==> src/rtl/cpu_seq.sv <==
// Multi-cycle instruction sequencer for the RV32 core: stage FSM, pc update,
// trap entry (misaligned target, illegal instruction, bus timeout) and instret.
module cpu_seq #(
    parameter int unsigned     XLEN         = 32,
    parameter logic [XLEN-1:0] RESET_VECTOR = XLEN'(32'h0000_0000),
    parameter logic [XLEN-1:0] TRAP_VECTOR  = XLEN'(32'h0000_0100),
    parameter bit              SKIP_MEM     = 1'b1,
    parameter int unsigned     MEM_TIMEOUT  = 16,
    parameter int unsigned     CNT_W        = 32
) (
    input  logic            CLK100MHZ,
    input  logic            rst,
    input  logic            fetch_ready,
    input  logic            illegal_instr,
    input  logic            exec_busy,
    input  logic            is_load,
    input  logic            is_store,
    input  logic            mem_ready,
    input  logic            taken_branch,
    input  logic [XLEN-1:0] branch_target,
    output logic [2:0]      state,
    output logic [XLEN-1:0] pc,
    output logic            wb_en,
    output logic            retire,
    output logic [CNT_W-1:0] instret,
    output logic            trap,
    output logic [XLEN-1:0] mepc,
    output logic [1:0]      mcause
);

    localparam int unsigned TMO_W    = (MEM_TIMEOUT > 1) ? $clog2(MEM_TIMEOUT + 1) : 1;
    localparam int unsigned TMO_LAST = (MEM_TIMEOUT > 0) ? MEM_TIMEOUT - 1 : 0;

    localparam logic [1:0] CAUSE_MISALIGN = 2'd0;
    localparam logic [1:0] CAUSE_ILLEGAL  = 2'd1;
    localparam logic [1:0] CAUSE_TIMEOUT  = 2'd2;

    typedef enum logic [2:0] {
        S_FETCH = 3'd0,
        S_RF    = 3'd1,
        S_EXEC  = 3'd2,
        S_MEM   = 3'd3,
        S_WB    = 3'd4,
        S_TRAP  = 3'd5
    } state_t;

    state_t           cur;
    state_t           nxt;
    logic [1:0]       cause_nxt;
    logic [1:0]       cause_q;
    logic [TMO_W-1:0] tmo_cnt;
    logic             access;
    logic             misaligned;

    assign access     = is_load | is_store;
    assign misaligned = taken_branch & (branch_target[1:0] != 2'b00);
    assign state      = cur;
    assign wb_en      = (cur == S_WB) & ~misaligned;

    // Next-state decode and trap cause selection
    always_comb begin
        nxt       = cur;
        cause_nxt = CAUSE_MISALIGN;
        case (cur)
            S_FETCH: if (fetch_ready) nxt = S_RF;
            S_RF: begin
                if (illegal_instr) begin
                    nxt       = S_TRAP;
                    cause_nxt = CAUSE_ILLEGAL;
                end else begin
                    nxt = S_EXEC;
                end
            end
            S_EXEC: begin
                if (!exec_busy) nxt = (access || !SKIP_MEM) ? S_MEM : S_WB;
            end
            S_MEM: begin
                // mem_ready is checked before the timeout so a same-cycle response wins
                if (!access || mem_ready) begin
                    nxt = S_WB;
                end else if (MEM_TIMEOUT != 0 && tmo_cnt == TMO_W'(TMO_LAST)) begin
                    nxt       = S_TRAP;
                    cause_nxt = CAUSE_TIMEOUT;
                end
            end
            S_WB: begin
                if (misaligned) begin
                    nxt       = S_TRAP;
                    cause_nxt = CAUSE_MISALIGN;
                end else begin
                    nxt = S_FETCH;
                end
            end
            S_TRAP:  nxt = S_FETCH;
            default: nxt = S_FETCH;
        endcase
    end

    // State, architectural registers and status pulses
    always_ff @(posedge CLK100MHZ) begin
        if (rst) begin
            cur     <= S_FETCH;
            pc      <= RESET_VECTOR;
            instret <= '0;
            mepc    <= '0;
            mcause  <= 2'd0;
            cause_q <= 2'd0;
            tmo_cnt <= '0;
            retire  <= 1'b0;
            trap    <= 1'b0;
        end else begin
            cur     <= nxt;
            retire  <= 1'b0;
            trap    <= (nxt == S_TRAP);
            tmo_cnt <= (cur == S_MEM && nxt == S_MEM) ? tmo_cnt + TMO_W'(1) : '0;
            if (nxt == S_TRAP) cause_q <= cause_nxt;
            if (cur == S_WB && !misaligned) begin
                pc      <= taken_branch ? branch_target : pc + XLEN'(4);
                instret <= instret + CNT_W'(1);
                retire  <= 1'b1;
            end
            if (cur == S_TRAP) begin
                mepc   <= pc;
                mcause <= cause_q;
                pc     <= TRAP_VECTOR;
            end
        end
    end

endmodule

==> config.mk <==
export PLATFORM = sky130hd
export DESIGN_NAME = cpu_seq
export DESIGN_NICKNAME = d
export VERILOG_FILES = /design/src/rtl/cpu_seq.sv
export SDC_FILE = /design/constraint.sdc
export NUM_CORES = 1
export LEC_CHECK = 0
export BUFFER_PORTS_ARGS = -buffer_cell sky130_fd_sc_hd__buf_2
export CAP_MARGIN = 10
export CORE_ASPECT_RATIO = 2
export CORE_MARGIN = 2
export CORE_UTILIZATION = 50
export CTS_BUF_LIST = sky130_fd_sc_hd__clkbuf_4
export DETAILED_ROUTE_END_ITERATION = 8
export PLACE_DENSITY = 0.77
export SYNTH_ARGS = -nofsm -noshare
export SYNTH_HDL_FRONTEND = slang
export SYNTH_SLANG_ARGS = --single-unit
==> constraint.sdc <==
create_clock -name CLK100MHZ -period 2.5 [get_ports CLK100MHZ]
set_input_delay 0.125 -clock CLK100MHZ [delete_from_list [all_inputs] [get_ports CLK100MHZ]]
set_output_delay 0.125 -clock CLK100MHZ [all_outputs]
set_load 0.05 [all_outputs]
==> impl_metrics.ini, run 1 <==
[yosys]
syn_area_sq_mm = 0.00527
ys_warn_count = 0
async_flop_share_pct = 0
syn_nets = 704
synth.area.top_cells = dfxtp_1 (42%), nand2_1 (7.9%), a21oi_1 (5.3%), nor2_1 (4.6%), nand3_1 (3.4%)
yosys.area.top_type = dfxtp_1
yosys-top-cells-count = nand2_1 (111), dfxtp_1 (110), nor2_1 (64)
ys_ff_latch = 110
synthFlopType = dfxtp_1
synth_cell_types = 61
syn_inst = 659
synth.top_cell.area_share_pct = 41.8
synth_area_per_cell_sq_um = 8.00
synth.most_common_cell = nand2_1
synth-seq-area-share_pct = 41.8
synth_edf_count = 0

[sta]
hold_viol_final = 0
relSlewSlack_pct = 60.8
timing.final.crit_share_pct = 95.1
finalSetupViolations = 0
drv_slew = 0
holdWs_ps = 16.9
grt_setup_unrepaired = false
fmax_ghz = 0.421
worstMarginPinSlew_ps = 588
period_needed_ps = 2380
setup_tns_ps = 0
finalClockSkew_ps = 15.1

[die]
start_util_pct = 50.6
ios = 145
die_w_um = 76.6
row_count = 53
die_area_sq_mm = 0.0114
core_area_sq_mm = 0.0104
die_h_um = 149

[finish]
multi_input_area_sq_mm = 0.00288
regArea_sq_mm = 0.00220
fillCellCount = 981
fin_nets = 856
syn2layout_area_growth_pct = 22.5
drive_above_1_share_pct = 24.9

[worst_setup_path]
critPathKind = register to output port
path_max_fanout = 16
cp_slowest_stage_delay_ps = 640
worstPathRequired_ps = 2380
end_kind = output port
worstPathArrival_ps = 2250
cp_slowest_cell = dfxtp_1
cpLargestDelayFamily = buffers and inverters
critPathLaunchType = register
crit_chain = nor3b_4 -> nand2_1 -> clkinv_1 -> buf_4 -> buf_2
cp_num_buf_inv = 3

[global_routing]
antenna_found_initial = 1
grt_usage_pct = 27.2
grt_first_pass_wirelength_um = 25200
grt_pass1_vias = 5382
grt_max_degree = 36
grt.overflow.total = 0

[detailed_routing]
drc = 0
wl_per_cell_um = 16.5
drt_iter0_drc = 495
vias = 5607
drtAntennaViolNets = 0
vias_per_cell = 5.88
drtPass1Iterations = 6
wl_um = 15800

[clock_network]
cts_root_buf = clkbuf_4
cts_buffer_depth = 2
clk_pin_slew_ps = 150
htree_levels = 3
clkSinkCount = 110
cts_tree = yes
insertion_delay_ps = 460
numCtsBuffers = 9

[power]
switchingPower_mw = 0.831
p_clk_share_pct = 28.1
p_leak_nw = 2.63
switching_share_pct = 27.3
comb_power_share_pct = 11.9
vdd_drop_max_v = 0.000381
internal_power_mw = 2.21
pwr_density_cell_mw_per_mm2 = 471
power.total_mw = 3.04
pwr-share-seq_pct = 59.9

[placed_design]
numPortBuffers = 144
place_congestion = 0.922
dp_hpwl_um = 11500

[flow_run]
drv_cap = 0

[run_status]
status = completed

[worst_hold_path]
hold_class = input port to register
==> state kept, by name, summed over array words and instances, names as in the netlist, named ones only <==
signal,flops
cause_q,2
instret,32
mcause,2
mepc,32
pc,30
retire,1
state,3
tmo_cnt,5
trap,1
==> kinds of logic (layout without fill, tap and decap cells) <==
kind of cell             Yosys count  after routing  synth area share (%)
other                              0              1                     0
flip-flops                       110            110                  41.8
buffers and inverters             49            206                  3.70
AO/OA/AOI/OAI                    133            133                  15.8
adder cells (fa/ha/maj)            4              4                 0.950
AND/OR/NAND/NOR                  331            331                  31.8
multiplexers                      14             14                  2.90
XOR/XNOR                          18             18                  2.99
==> cell usage in the layout, fill, tap and decap left out, types with 17 or more instances in the layout <==
cell type	instances
a21oi_1	56
nand3_1	36
nor2_1	64
dlygate4sd3_1	17
nor3_1	23
nand2_1	111
dfxtp_1	109
nand4_1	19
buf_2	144
buf_4	19
==> tightest hold or removal path, cell delays in order <==
cell     delay, ps
buf_2           90
a211o_1        100
and3_1         140
==> final cells by class <==
class	instances	area share [%]
Sequential cell	110	34.1
Tap cell	137	2.66
Timing Repair Buffer	180	16.0
Inverter	10	0.582
Clock buffer	10	1.16
Antenna cell	1	0.0388
Multi-Input combinational cell	500	44.6
Clock inverter	6	0.814
==> power groups by stage <==
stage,Combinational [mW],Clock (mW),Sequential [mW]
finish,0.362,0.855,1.82
global route,0.387,0.940,1.83
CTS,0.356,0.876,1.82
detailed placement,0.334,0,1.86
global placement,0.328,0,1.85
floorplan,0.160,0,1.91
==> metrics by stage <==
stage	area, sq um	std cells	util [%]	setup slack [ps]
global route	6450	954	62.0	10.3
CTS	6440	953	61.9	2.66
global placement	6150	920	59.0	357
finish	6450	954	62.0	122
floorplan	5270	659	-	152
detailed placement	6150	920	59.0	320
==> what timing repair did <==
action | in CTS | in global routing
setup buffers | 0 | 0
resized for setup | 0 | 2
hold buffers | 17 | 0
endpoints found under the hold margin | 17 | 0
endpoints found under the setup margin | 0 | 1
==> per-layer routing <==
layer  part of all wire (%)  up-vias  wire (um)  global-route usage [%]
li1                       -     2670          -                       -
met1                     36     2616       5610                    28.0
met2                     54      252       8550                    50.3
met3                    6.1       69        968                    5.39
met4                    4.1        0        640                    16.2
met5                      0        -          0                       0
==> worst paths after layout <==
| check | start | endpoint | slack [ps] | cells after the start |
|---|---|---|---|---|
| max | state[1] | wb_en | 120 | 5 |
| min | branch_target[12] | pc[12] | 20 | 3 |
| max reg2reg | tmo_cnt[0] | cause_q[0] | 270 | 7 |
| min reg2reg | mepc[18] | mepc[18] | 460 | 2 |
(Power assumes the default switching activity.)
==> run 2: changes to the inputs <==
--- a/config.mk
+++ b/config.mk
@@ -7,12 +7,14 @@
 export LEC_CHECK = 0
 export BUFFER_PORTS_ARGS = -buffer_cell sky130_fd_sc_hd__buf_2
 export CAP_MARGIN = 10
+export CELL_PAD_IN_SITES_DETAIL_PLACEMENT = 1
+export CELL_PAD_IN_SITES_GLOBAL_PLACEMENT = 2
 export CORE_ASPECT_RATIO = 2
 export CORE_MARGIN = 2
-export CORE_UTILIZATION = 50
+export CORE_UTILIZATION = 31
 export CTS_BUF_LIST = sky130_fd_sc_hd__clkbuf_4
 export DETAILED_ROUTE_END_ITERATION = 8
-export PLACE_DENSITY = 0.77
+export PLACE_DENSITY_LB_ADDON = 0.1
 export SYNTH_ARGS = -nofsm -noshare
 export SYNTH_HDL_FRONTEND = slang
 export SYNTH_SLANG_ARGS = --single-unit
==> run 2 against run 1 <==
Register-to-register slack lost 20 ps; wire length grew 25%; power grew 6.3%; maximum frequency grew 5.6%; final cell count grew 9.5%; largest cell class unchanged; largest power group unchanged; first-iteration DRC count shrank 66%; non-clock buffer count grew 21; sequential cell count is the same; clock skew grew 10 ps; worst hold slack gained 27 ps.
==> impl_metrics.ini, run 2 (synthesized netlist as in run 1, its figures left out) <==
[run_status]
status = completed

[clock_network]
htree_levels = 3
insertion_delay_ps = 490
cts_buffer_depth = 2
clkSinkCount = 110
cts_tree = yes
numCtsBuffers = 9
cts_root_buf = clkbuf_4
clk_pin_slew_ps = 170

[sta]
relSlewSlack_pct = 58.4
finalSetupViolations = 0
drv_slew = 0
timing.final.crit_share_pct = 90.1
worstMarginPinSlew_ps = 621
finalClockSkew_ps = 25.3
grt_setup_unrepaired = false
setup_tns_ps = 0
hold_viol_final = 0
fmax_ghz = 0.444
period_needed_ps = 2250

[detailed_routing]
drtAntennaViolNets = 0
vias = 5587
drt_iter0_drc = 170
wl_per_cell_um = 18.9
vias_per_cell = 5.35
drtPass1Iterations = 4
wl_um = 19700
drc = 0

[placed_design]
numPortBuffers = 144
place_congestion = 0.835
dp_cells = 1004
dp_hpwl_um = 14800
placed_cell_area_sq_mm = 0.00634

[power]
pwr_density_cell_mw_per_mm2 = 479
vdd_drop_max_v = 0.000218
p_leak_nw = 2.74
power.total_mw = 3.23

[global_routing]
antenna_found_initial = 1
grt_first_pass_wirelength_um = 31100
grt_pass1_vias = 5889
grt.overflow.total = 0
grt_max_degree = 56
grt_usage_pct = 22.2

[die]
start_util_pct = 31.6
die_area_sq_mm = 0.0181
die_w_um = 96.2
die_h_um = 188
core_area_sq_mm = 0.0167
ios = 145
row_count = 67

[finish]
finalInstanceArea_sq_mm = 0.00674
reg.largest.list = instret: 32 flops, mepc: 32 flops, pc: 30 flops
fin_util_pct = 40.4
instances_no_fill = 1045
fin_nets = 877
mostFrequentLayoutCell = buf_2
syn2layout_area_growth_pct = 27.8
final_cell_mix = buf_2 (143), nand2_1 (111), dfxtp_1 (110), nor2_1 (64), a21oi_1 (56)
drive_above_1_share_pct = 25.9
fillCellCount = 2050

[worst_setup_path]
cp_slowest_stage_delay_ps = 560
end_kind = register
crit_chain = ha_1 -> and3_1 -> ha_1 -> or3_1 -> a221oi_1 -> o21ai_0 -> a21oi_1
path_max_fanout = 4
critPathKind = register to register
critPathLaunchType = register
crit_top_cell = ha_1
worstPathRequired_ps = 2940
worstPathArrival_ps = 2690
cp_slowest_cell = a221oi_1

[worst_hold_path]
hold_class = input port to register

[flow_run]
drv_cap = 0
[run 2: power breakdown]
| part | leakage (nW) | switching [mW] | internal, mW | total [mW] |
|---|---|---|---|---|
| combinational | 1.77 | 0.261 | 0.139 | 0.400 |
| sequential | 0.887 | 0.0337 | 1.78 | 1.81 |
| clock | 0.0829 | 0.611 | 0.407 | 1.02 |
| total | 2.74 | 0.906 | 2.32 | 3.23 |
[run 2: per-stage QoR]
step	worst slack [ps]	hold WS (ps)
after floorplan	152	275
after global placement	420	398
after detailed placement	279	409
after CTS	67.9	19.8
after global routing	104	17.3
final	248	43.5
[run 2: final cells by class]
cell class,instances,area [sq um],area share (%)
clock buffers,10,75.1,1.11
well taps,207,259,3.84
inverters,10,41.3,0.613
diodes,1,2.50,0.0371
repair buffers,201,1210,17.9
multi-input cells,500,2870,42.6
clock inverters,6,76.3,1.13
flip-flops and latches,110,2200,32.7
[run 2: what timing repair did]
action,4_1_cts,5_1_grt
endpoints found under the setup margin,0,1
resized for setup,0,2
setup buffers,0,1
endpoints found under the hold margin,24,0
hold buffers,23,0
[run 2: path summary, 6_finish.rpt]
kind | startpoint | endpoint | slack [ps] | cells past startpoint
setup / recovery | tmo_cnt[0] | cause_q[0] | 250 | 7
hold / removal | branch_target[31] | pc[31] | 40 | 4
setup reg to reg | tmo_cnt[0] | cause_q[0] | 250 | 7
hold reg to reg | tmo_cnt[0] | tmo_cnt[0] | 460 | 1
[run 2: critical path: cells and delay by family, from the launching register on]
family                   cells  cell delay (ps)
AND/OR/NAND/NOR              2              550
AO/OA/AOI/OAI                3              910
flip-flops                   1              350
adder cells (fa/ha/maj)      2              400
[run 2: layer usage]
| layer | part of all wire, % | global-route usage, % | up-vias |
|---|---|---|---|
| li1 | - | - | 2703 |
| met1 | 35 | 22.0 | 2729 |
| met2 | 58 | 42.6 | 117 |
| met3 | 3.3 | 3.72 | 38 |
| met4 | 3.5 | 10.3 | 0 |
| met5 | 0 | 0 | - |
